**config.mk**
```make
export PLATFORM = sky130hd
export DESIGN_NAME = mem_access_stage
export DESIGN_NICKNAME = d
export VERILOG_FILES = /design/src/rtl/mem_access_pkg.sv /design/src/rtl/mem_access_stage_timer.sv /design/src/rtl/mem_access_stage.sv
export SDC_FILE = /design/constraint.sdc
export NUM_CORES = 1
export LEC_CHECK = 0
export BUFFER_PORTS_ARGS = -buffer_cell sky130_fd_sc_hd__clkbuf_2
export CAP_MARGIN = 20
export CORE_MARGIN = 3
export CORE_UTILIZATION = 45
export CTS_CLUSTER_SIZE = 28
export DETAILED_ROUTE_END_ITERATION = 12
export PLACE_DENSITY = 0.75
export SYNTH_ARGS = -nofsm -noshare
export SYNTH_HDL_FRONTEND = slang
export SYNTH_SLANG_ARGS = --single-unit
```
**constraint.sdc**
```tcl
create_clock -name clk -period 2.1 [get_ports clk]
set_input_delay 0.315 -clock clk [delete_from_list [all_inputs] [get_ports clk]]
set_output_delay 0.315 -clock clk [all_outputs]
set_load 0.01 [all_outputs]
```
**src/rtl/mem_access_pkg.sv**
```systemverilog
// Shared pipeline definitions for the MEM stage: field widths, FSM encoding
// and the registered writeback bundle handed to WB.
package mem_access_pkg;

  localparam int XLEN    = 32;
  localparam int REG_W   = 5;
  localparam int TIMER_W = 8;   // wide enough for any TIMEOUT up to 255

  // FSM encoding kept as plain constants so older netlists still match.
  localparam logic [0:0] STATE_IDLE = 1'b0;
  localparam logic [0:0] STATE_WAIT = 1'b1;

  // Everything the WB stage sees, registered as one unit.
  typedef struct packed {
    logic             valid;
    logic             regWrite;
    logic             memtoreg;
    logic [REG_W-1:0] writeReg;
    logic [XLEN-1:0]  aluResult;
    logic [XLEN-1:0]  readData;
    logic             alignFault;
    logic             busFault;
  } wbBundle_t;

  // Word accesses only: the two low address bits must be clear.
  function automatic logic isAligned(input logic [XLEN-1:0] addr);
    return (addr[1:0] == 2'b00);
  endfunction

endpackage

```
**src/rtl/mem_access_stage_timer.sv**
```systemverilog
// mem_wait_timer: clearable up-counter that flags the last permitted wait
// cycle. It parks on the terminal value instead of wrapping.
module mem_wait_timer
  import mem_access_pkg::*;
#(
  parameter int TIMEOUT = 16
) (
  input  logic clk,
  input  logic rst_n,
  input  logic clear,
  input  logic enable,
  output logic terminal
);

  localparam logic [TIMER_W-1:0] LAST = TIMER_W'(TIMEOUT - 1);

  logic [TIMER_W-1:0] count;

  // Count wait cycles; clear takes priority so a new access always starts at 0.
  always_ff @(posedge clk or negedge rst_n) begin
    // NOTE: state registers use non-blocking assignments so every flop
    // samples pre-edge values, independent of block ordering.
    if (!rst_n) begin
      count <= '0;
    end else if (clear) begin
      count <= '0;
    end else if (enable && (count != LAST)) begin
      count <= count + 1'b1;
    end
  end

  assign terminal = (count == LAST);

endmodule

```
**src/rtl/mem_access_stage.sv**
```systemverilog
// mem_access_stage: MEM pipeline stage. Issues word loads/stores on a
// req/ready bus with a bounded wait, stalls upstream while the access is
// outstanding, and registers the writeback bundle for WB.
module mem_access_stage
  import mem_access_pkg::*;
#(
  parameter int TIMEOUT = 16
) (
  input  logic             clk,
  input  logic             rst_n,
  input  logic             valid_in,
  input  logic [XLEN-1:0]  data_addr,
  input  logic [XLEN-1:0]  write_data,
  input  logic             mem_read,
  input  logic             mem_write,
  input  logic             reg_write,
  input  logic             memtoreg,
  input  logic [REG_W-1:0] write_reg,
  output logic             stall_out,
  output logic             dmem_req,
  output logic             dmem_we,
  output logic [XLEN-1:0]  dmem_addr,
  output logic [XLEN-1:0]  dmem_wdata,
  input  logic             dmem_ready,
  input  logic [XLEN-1:0]  dmem_rdata,
  output logic             wb_valid,
  output logic             wb_reg_write,
  output logic             wb_memtoreg,
  output logic [REG_W-1:0] wb_write_reg,
  output logic [XLEN-1:0]  wb_alu_result,
  output logic [XLEN-1:0]  wb_read_data,
  output logic             wb_align_fault,
  output logic             wb_bus_fault
);

  logic [0:0]       state;
  logic             access;
  logic             aligned;
  logic             inWait;
  logic             startAccess;
  logic             timerTerminal;
  logic             timeoutHit;

  // Access context captured on entry to WAIT; the bus is driven only from these.
  logic [XLEN-1:0]  addrQ;
  logic [XLEN-1:0]  wdataQ;
  logic             weQ;
  logic             regWriteQ;
  logic             memtoregQ;
  logic [REG_W-1:0] writeRegQ;

  wbBundle_t        wbNext;
  wbBundle_t        wbQ;

  assign access      = valid_in & (mem_read | mem_write);
  assign aligned     = isAligned(data_addr);
  assign inWait      = (state == STATE_WAIT);
  assign startAccess = !inWait & access & aligned;
  assign timeoutHit  = inWait & timerTerminal;

  mem_wait_timer #(
    .TIMEOUT(TIMEOUT)
  ) u_timer (
    .clk     (clk),
    .rst_n   (rst_n),
    .clear   (startAccess),
    .enable  (inWait & !dmem_ready),
    .terminal(timerTerminal)
  );

  // Hold upstream while an access is being launched or still pending. Gated by
  // rst_n because the inputs may still present a live access during reset.
  assign stall_out = rst_n & (startAccess | (inWait & !dmem_ready & !timeoutHit));

  // Bus outputs come only from the latched context and are zero outside WAIT.
  assign dmem_req   = inWait;
  assign dmem_we    = inWait & weQ;
  assign dmem_addr  = inWait ? {addrQ[XLEN-1:2], 2'b00} : '0;
  assign dmem_wdata = inWait ? wdataQ : '0;

  // FSM and access-context capture; a store wins when both read and write are set.
  always_ff @(posedge clk or negedge rst_n) begin
    if (!rst_n) begin
      state     <= STATE_IDLE;
      addrQ     <= '0;
      wdataQ    <= '0;
      weQ       <= 1'b0;
      regWriteQ <= 1'b0;
      memtoregQ <= 1'b0;
      writeRegQ <= '0;
    end else if (startAccess) begin
      state     <= STATE_WAIT;
      addrQ     <= data_addr;
      wdataQ    <= write_data;
      weQ       <= mem_write;
      regWriteQ <= reg_write;
      memtoregQ <= memtoreg;
      writeRegQ <= write_reg;
    end else if (inWait && (dmem_ready || timeoutHit)) begin
      state <= STATE_IDLE;
    end
  end

  // Next writeback bundle; ready on the final wait cycle beats the timeout.
  always_comb begin
    // NOTE: a full default first means every path assigns every field, so no
    // latch can be inferred.
    wbNext = '0;
    if (inWait) begin
      if (dmem_ready) begin
        wbNext.valid     = 1'b1;
        wbNext.regWrite  = regWriteQ;
        wbNext.memtoreg  = memtoregQ;
        wbNext.writeReg  = writeRegQ;
        wbNext.aluResult = addrQ;
        wbNext.readData  = weQ ? '0 : dmem_rdata;
      end else if (timeoutHit) begin
        wbNext.valid     = 1'b1;
        wbNext.memtoreg  = memtoregQ;
        wbNext.writeReg  = writeRegQ;
        wbNext.aluResult = addrQ;
        wbNext.busFault  = 1'b1;
      end
    end else if (valid_in && !startAccess) begin
      wbNext.valid      = 1'b1;
      wbNext.regWrite   = reg_write & !access;
      wbNext.memtoreg   = memtoreg;
      wbNext.writeReg   = write_reg;
      wbNext.aluResult  = data_addr;
      wbNext.alignFault = access;
    end
  end

  // MEM/WB boundary register.
  always_ff @(posedge clk or negedge rst_n) begin
    if (!rst_n) begin
      wbQ <= '0;
    end else begin
      wbQ <= wbNext;
    end
  end

  assign wb_valid       = wbQ.valid;
  assign wb_reg_write   = wbQ.regWrite;
  assign wb_memtoreg    = wbQ.memtoreg;
  assign wb_write_reg   = wbQ.writeReg;
  assign wb_alu_result  = wbQ.aluResult;
  assign wb_read_data   = wbQ.readData;
  assign wb_align_fault = wbQ.alignFault;
  assign wb_bus_fault   = wbQ.busFault;

endmodule

```
# [After elaboration in Yosys (flattened, before gate mapping)]
# Cells that the tools add are included.
[op_classes] add_sub_neg=1 n_mul=0 n_div=0 magnitude_cmp=0 n_eq_ne=2 shift=0 muxes=20 n_bitwise=11 n_reduce_logical=12
[op_table] op="32-bit two-way mux" n=5
[op_table] op="40-bit two-way mux" n=2
[op_table] op="38-bit two-way mux" n=2
[op_table] op="8-bit two-way mux" n=2
[op_table] op="1-bit AND" n=9
[op_table] op="1-bit two-way mux" n=9
[op_table] op="8-bit by 1-bit adder with 8-bit output, second input constant" n=1
[op_table] op="8-bit by 4-bit equality test with 1-bit output, second input constant" n=1
[op_table] op="8-bit by 4-bit inequality test with 1-bit output, second input constant" n=1
[op_table] op="1-bit logical NOT" n=5
[op_table] op="2-bit nonzero test" n=2
[op_table] op="1-bit logical AND" n=3
[op_table] op="2-bit logical NOT" n=1
[op_table] op="1-bit OR" n=2
[op_table] op="1-bit logical OR" n=1
[totals] ff_bits=155 latch_bits=0 ramBits=0 rom_bits=0 output_inout_bits=141 elab_cells=62 n_memories=0

# [Logic depth before layout (Yosys ltp)]
# Gate-level depths: netlist of run 1.
[logic_depth] ltp_word=8 mapped_depth=6 ltp_nobuf=4

# [By module]
# A second synthesis of run 1 with hierarchy kept.
[unflattened] cells_unflattened=443 hier_area_um2=6168.4
[by_module_without_submodules] mod="mem_access_stage" instances=1 cells_each=399 area_per_inst_um2=5721.7 seq_area_each_um2=3678.5
[by_module_without_submodules] mod="mem_wait_timer" instances=1 cells_each=44 area_per_inst_um2=446.7 seq_area_each_um2=200.2

# [Worst setup path after synthesis of run 1]
# No wires, ideal clock.
[synth_timing] kind="register -> output" startpoint="register state, in the netlist dmem_req" endpoint="output stall_out" t_arrival_ps=1560 required_time_ps=1785 slack_ps=225 stages_incl_launch_ff=6 n_path_buf=2 path_cell_list="dfrtp_1 nand2b_2 or3_1 buf_6 buf_6 a21boi_1"
[synth_via] elab_chain_cells=5
[synth_lines] item="start: declaration" line_no="mem_access_stage.sv:36" text="logic [0:0] state;"
[synth_lines] item="start signal: assignment" line_no="mem_access_stage.sv:84" text="state <= STATE_IDLE;"
[synth_lines] item="start signal: assignment" line_no="mem_access_stage.sv:92" text="state <= STATE_WAIT;"
[synth_lines] item="start signal: assignment" line_no="mem_access_stage.sv:100" text="state <= STATE_IDLE;"
[synth_lines] item="1-bit logical NOT or 1-bit AND (tied branches)" line_no="mem_access_stage.sv:58, mem_access_stage.sv:59"
[synth_lines] item="1-bit AND or 1-bit logical NOT (tied branches)" line_no="mem_access_stage.sv:58, mem_access_stage.sv:73"
[synth_lines] item="1-bit AND, on equally long branches" line_no="mem_access_stage.sv:58, mem_access_stage.sv:73"
[synth_lines] item="1-bit OR (*)" line_no="mem_access_stage.sv:73" text="assign stall_out = rst_n & (startAccess | (inWait & !dmem_ready & !timeoutHit));"
[synth_lines] item="1-bit AND (*)" line_no="mem_access_stage.sv:73"
[synth_lines] item="end: declaration" line_no="mem_access_stage.sv:19" text="output logic stall_out,"
# Every way passes the cells marked *; elsewhere a longest branch is shown, timed or not.

# [Worst setup path in the final report of run 1]
# Ends and elaborated chain as after synthesis.

==> summary.txt, run 1 <==
Cells and area
  • Final std cell area, no fill: 0.008358 sq mm
  • Final nets: between 800 and 900
  • Diodes inserted: 0
  • Share of layout cells above drive strength 1: 49.79%
  • Synth-to-layout area growth: 33.12%
  • Final core utilization: between 60% and 70%

Clock network
  • CTS sink count: 155
  • Clk_lat worst skew: 0.41 ns
  • H-tree depth: 4
  • CTS buffer count: 17
  • CTS max path bufs: 2
  • CTS tree: yes
  • CTS Root Cell: clkbuf_16
  • Hold-fix buffers, CTS: 0
  • Clk slew on worst S/H paths: roughly 0.06 ns

Setup path
  • CP endpoint kind: output pin
  • CP max stage delay: 0.43 ns
  • Worst path arrival time: 1.71 ns
  • Critical path peak fanout: 5
  • Critical Path RT: 1.78 ns
  • CP Buf/Inv Count: 1
  • CP delay by family, top: simple AND/OR/NAND/NOR gates
  • Crit path launch type: register
  • Critical Path Slowest Stage Cell: dfrtp_2
  • Critical path class: register to output pin
  • CP cell instances: nand2b_4, or3_4, a21boi_2, clkbuf_2

Timing
  • Endpoints failing setup: 0
  • Final period utilization: 96.58%
  • FMAX: 493.1 MHz
  • Relative slew slack: 46.64%
  • Clk_skew: 0.008354 ns
  • Tmin final: 2.028 ns
  • Pins Over Slew Limit: 0
  • Final Hold Viols: 0
  • Actual slew at the worst max-slew pin: 0.8005 ns

Power
  • Switching Fraction: roughly a quarter
  • Pwr Density: about 930 mW/mm^2
  • Switch Pwr: 1.865 mW
  • Part of the power in registers: between 40% and 50%
  • Clk pwr share: 38.5%
  • Leakage power total: 4.471 nW
  • Combinational power share: between 15 and 20%
  • P_int: 5.942 mW
  • VDD IR max: between 0.5 and 0.6 mV

Die
  • Initial Util: 46.67%
  • Placement Rows: 42
  • DIE WIDTH: 124.1 microns
  • Die span in y: 124.1 microns
  • IO Pins: 250
  • Placeable core area: 0.01345 sq mm
  • Total die area: around 0.015 sq mm

Detailed routing
  • Drt pass-1 iters: 5
  • DR vias: 4,462
  • Iter 0 DRT Violations: 218
  • Post-DR vias/cell: 5.065
  • Final ANT Viol Nets: 0
  • Post-DR wirelength/cell: 16.90 microns
  • DR DRC count: 0
  • Routed wire length: 14,890 microns

Placed design
  • Area after DPL: 0.007717 sq mm
  • DP HPWL: 10,250 microns
  • Gpl congestion: 0.8022
  • PortBufs: between 200 and 250

Global routing
  • Overflow left after global routing: 0
  • Antenna violations before repair: 0
  • Maximum number of pins on one net before global-route repair: between 150 and 200
  • First-pass GRT wire length: 22,540 microns
  • Vias in the first global route: roughly 4,600
  • Total track usage: 18.93%

Min path
  • Hold/Removal Path Class: input pin to async pin

Logic synthesis
  • Synth Area in Simple Gates: ~12%
  • Main combinational cell family by area after synthesis: multiplexers
  • Synth warn: 0
  • Synthesized instance count: 443
  • Library cells used by synthesis: 41
  • Syn Std Cell Area: between 0.006 and 0.007 sq mm
  • Mean Syn Cell Area: 14.17 sq um
  • Yosys reg bits: around 160
  • Post-synthesis mux area share: roughly 15%
  • Post-Synth Adder-Cell Area: 0.1993%
  • Compound-Gate Fraction of Synth Area: between 7 and 8%
  • Post-synthesis sequential area ratio: about three fifths
  • XOR/XNOR share of the synthesized area: 0%

Job
  • Max Cap Viol: 0

Status
  • Outcome: complete, no violations
-- per-stage QoR --
step	setup TNS, ns	worst slack (ns)	power [mW]	hold slack (ns)	std cells
after floorplan	0	0.2253	4.318	0.01941	444
after global placement	0	0.2394	4.765	0.4618	848
after detailed placement	0	0.1817	4.839	0.4693	848
after CTS	0	0.03055	7.873	0.09082	877
after global routing	-0.02197	-0.02197	8.176	0.1026	881
final	0	0.07181	7.807	0.05317	881
-- power groups by stage --
stage	combinational, mW	sequential (mW)	clock [mW]
after global routing	1.32	3.66	3.20
after detailed placement	1.19	3.65	0
after global placement	1.14	3.63	0
after CTS	1.20	3.60	3.07
final	1.19	3.60	3.01
after floorplan	0.687	3.63	0
-- routing by layer --
layer	track usage, %	vias up	routed length, microns
li1	-	2034	-
met1	23.44	2202	6127
met2	30.47	206	7197
met3	6.721	20	1323
met4	7.255	0	235
met5	0	-	0
-- placed cells by master, fill, tap and decap left out, types with 3 or more instances in the layout --
cell / instances
clkbuf_16: 18
a32o_1: 8
buf_4: 9
inv_1: 4
clkbuf_2: 246
mux2_1: 13
or4_1: 3
o31ai_1: 4
dfrtp_1: 154
bufinv_16: 3
and2_1: 97
a22o_1: 30
clkbuf_1: 4
o21ai_0: 3
nand3_1: 3
nand2_1: 5
a21oi_1: 4
mux2_4: 34
mux2_2: 23
buf_12: 5
-- path summary, 6_finish.rpt --
check,startpoint,end,slack (ns),cells past startpoint
setup / recovery,dmem_req,stall_out,0.07,4
max in group asynchronous,rst_n,wb_write_reg[2],1.47,2
min in group clk,dmem_rdata[15],wb_read_data[15],0.11,2
setup reg to reg,dmem_req,wb_alu_result[30],0.29,6
hold reg to reg,wdataQ[14],wdataQ[14],0.48,1
hold / removal,rst_n,addrQ[1],0.05,2
-- cells by family after synthesis --
group | count (synthesis)
AND/OR/NAND/NOR | 123
adder cells (fa/ha/maj) | 1
other | 1
buffers and inverters | 34
flip-flops | 155
multiplexers | 72
AO/OA/AOI/OAI | 57
-- Yosys cell counts (all sizes together) --
master / count / area, sq um
a211o: 1 / 8.760
a21boi: 1 / 7.510
a21o: 1 / 7.510
a21oi: 4 / 20.02
a22o: 30 / 262.8
a32o: 8 / 80.08
a41o: 2 / 20.02
and2: 97 / 606.8
and3b: 1 / 8.760
buf: 19 / 133.9
clkbuf: 11 / 41.29
conb: 1 / 3.750
dfrtp: 155 / 3879
ha: 1 / 12.51
inv: 4 / 15.01
mux2: 70 / 915.9
mux2i: 2 / 20.02
nand2: 5 / 18.77
nand2b: 2 / 15.02
nand3: 3 / 15.01
nand3b: 1 / 7.510
nand4b: 1 / 8.760
nor2: 2 / 7.510
nor2b: 1 / 6.260
nor3: 2 / 21.27
nor3b: 1 / 7.510
nor4: 1 / 12.51
o211a: 1 / 10.01
o21a: 1 / 7.510
o21ai: 3 / 15.01
o221a: 1 / 11.26
o31ai: 4 / 30.03
or2: 1 / 6.260
or3: 2 / 12.51
or4: 3 / 22.52
-- layout make-up --
| cell class | count | area [sq um] |
|---|---|---|
| fill | 1031 | 5095 |
| sequential | 155 | 3880 |
| multi-input combinational | 255 | 2236 |
| timing repair buffer | 262 | 1435 |
| clock buffer | 22 | 454.2 |
| tap | 176 | 220.2 |
| clock inverter | 7 | 117.6 |
| inverter | 4 | 15.01 |
-- what timing repair did --
item                       4_1_cts  5_1_grt
pin swaps                        0        1
setup buffers                    0        3
gates resized for setup          3        1
gates cloned                     0        1
setup endpoints to repair        1        1
Note: power is estimated with default switching activity, not from simulation.
==> run 2: changes to the inputs <==
--- a/config.mk
+++ b/config.mk
@@ -11,7 +11,10 @@
 export CORE_UTILIZATION = 45
 export CTS_CLUSTER_SIZE = 28
 export DETAILED_ROUTE_END_ITERATION = 12
+export GPL_ROUTABILITY_DRIVEN = 0
+export HOLD_SLACK_MARGIN = 0.03
 export PLACE_DENSITY = 0.75
 export SYNTH_ARGS = -nofsm -noshare
 export SYNTH_HDL_FRONTEND = slang
+export SYNTH_HIERARCHICAL = 1
 export SYNTH_SLANG_ARGS = --single-unit
==> run 2 against run 1 <==
  * Non-clock buffer count down 5
  * Synthesized cell count unchanged
  * Routed wire length up 0.61%
  * Cell area down 1.3%
  * Via count down 2.6%
  * First-iteration DRC count down 27%
  * Combinational power down 8%
  * Sequential power about the same
  * Global-route usage up 1.4 points
  * Clock power up 7.3%
  * Critical path type unchanged
==> summary.txt, run 2 <==
Setup path
  • CP endpoint kind: output pin
  • CP startpoint: u_timer/count[6]
  • Critical path peak fanout: 3
  • Critical path class: register to output pin
  • Critical Path RT: around 1.8 ns
  • Worst path arrival time: 1.77 ns
  • Crit path launch type: register
  • Worst r2r src: dmem_req
  • R2r worst-path depth: 5

Detailed routing
  • Final ANT Viol Nets: 0
  • DR vias: 4,348
  • Post-DR wirelength/cell: 17.00 microns
  • Drt pass-1 iters: 5
  • Post-DR vias/cell: 4.935
  • Routed wire length: 14,980 microns
  • Iter 0 DRT Violations: 159
  • DR DRC count: 0

Global routing
  • Antenna violations before repair: 0
  • Overflow left after global routing: 0
  • Total track usage: 20.30%
  • First-pass GRT wire length: between 20,000 and 25,000 microns
  • Vias in the first global route: 4,659
  • Maximum number of pins on one net before global-route repair: 156

Timing
  • Unrepaired setup endpoints after global routing: true
  • Relative slew slack: 42.83%
  • Clk_skew: 0.01028 ns
  • Final period utilization: 99.20%
  • Final Hold Viols: 0
  • Endpoints failing setup: 0
  • Tmin final: 2.083 ns
  • Actual slew at the worst max-slew pin: 0.8576 ns
  • FMAX: 480.0 MHz
  • Pins Over Slew Limit: 0

Cells and area
  • Synth-to-layout area growth: 33.75%
  • Final nets: between 800 and 900
  • Commonest non-fill, non-tap cell in the layout: clkbuf_2
  • Final core utilization: 61.81%
  • Highest-count cells in the layout ignoring fill and taps: clkbuf_2, dfrtp_1, and2_1
  • Diodes inserted: 0
  • Fill count: 1,065
  • Share of layout cells above drive strength 1: roughly 52%

Placed design
  • PortBufs: between 200 and 250
  • DP HPWL: 10,470 microns

Clock network
  • Clk slew on worst S/H paths: 0.06 ns
  • H-tree depth: 4
  • CTS tree: yes
  • CTS Root Cell: clkbuf_16
  • Clk_lat worst skew: between 0.4 and 0.5 ns
  • CTS sink count: 155
  • CTS max path bufs: 2
  • CTS buffer count: 17

Die
  • DIE WIDTH: about 120 microns
  • Placement Rows: 42
  • IO Pins: 250
  • Die span in y: 123.1 microns
  • Placeable core area: 0.01335 sq mm
  • Initial Util: 46.21%
  • Total die area: 0.01515 sq mm

Power
  • Leakage power total: around 4.3 nW
  • VDD IR max: 0.5562 mV
  • Pwr Density: 960.2 mW/mm^2
  • Total power draw: a little under 8 mW

Status
  • Outcome: complete, no violations

Logic synthesis
  • Synthesized instance count: 443
  • Post-synthesis sequential area ratio: 62.88%
  • Largest cells by area after synthesis: dfrtp_1, mux2_2, and2_1, a22o_1, mux2_4
  • Most frequent cell after synthesis: dfrtp_1
  • Yosys reg bits: 155
  • Prevailing post-synth register cell: dfrtp_1
  • Leading area contributor after synthesis: dfrtp_1
  • Synth warn: 6
  • Syn Std Cell Area: 0.006168 sq mm
  • Top-area cell type share of the netlist area: a little over three fifths
  • Mean Syn Cell Area: 13.92 sq um
  • EDFF count, synth: 0
  • Commonest cells in the netlist: dfrtp_1, and2_1, mux2_2
  • Async SR Flop Fraction: 100.0%
  • Library cells used by synthesis: 36

Job
  • Max Cap Viol: 0

Min path
  • Hold/Removal Path Class: input pin to async pin
## run 2: cell type report
cell class	instances	area, sq um	area share [%]
sequential	155	3880	47.03
multi-input combinational	258	2131	25.83
timing repair buffer	257	1380	16.73
clock buffer	22	464.2	5.626
tap	176	220.2	2.669
clock inverter	10	163.9	1.987
inverter	3	11.26	0.1365
## run 2: cells by family after synthesis
family | Yosys count | share of synthesized area (%)
simple gates | 130 | 13.39
compound gates | 53 | 7.018
other cells | 1 | 0.06079
flops | 155 | 62.88
mux | 72 | 13.67
fa+ha+maj | 1 | 0.2028
buf+inv | 31 | 2.779
## run 2: final timing paths
path                       slack (ns)               end
hold reg to reg                  0.49  wb_alu_result[0]
setup reg to reg                 0.38         wdataQ[7]
hold / removal                   0.05  u_timer/count[5]
setup / recovery                 0.02         stall_out
max in group asynchronous        1.39   wb_read_data[7]
min in group clk                 0.11  wb_read_data[21]
## run 2: stage by stage
stage	instance area (sq um)	setup slack (ns)	hold WS, ns	TNS [ns]	instances
after global placement	7599	0.3637	0.4764	0	847
after detailed placement	7599	0.3239	0.4827	0	847
final	8250	0.01677	0.04878	0	881
after CTS	8244	0.01327	0.08198	0	881
after global routing	8250	-0.03632	0.09477	-0.03632	881
after floorplan	6172	0.3203	0.01941	0	444
## run 2: critical path, cell delays in order, from the launching register on
cell and delay, ns:
dfrtp_1 0.41, nor4_4 0.31, and4_4 0.27, nor2b_2 0.05, o21a_1 0.17, buf_2 0.14
## run 2: routing by layer
layer	GRT usage [%]	vias up	share of wire (%)	wire, microns
li1	-	2025	-	-
met1	24.02	2122	39	5862
met2	32.93	175	50	7439
met3	8.554	26	9.3	1393
met4	8.028	0	1.9	280
met5	0	-	0	0
## run 2: where the power goes
| part | internal (mW) | switching, mW |
|---|---|---|
| sequential | 3.38 | 0.224 |
| clock | 2.06 | 1.17 |
| combinational | 0.585 | 0.503 |
## run 2: repair_timing
action,CTS,global route
endpoints found under the setup margin,1,1
hold buffers,0,0
pin swaps,1,0
buffers inserted,2,0
resized for setup,1,4
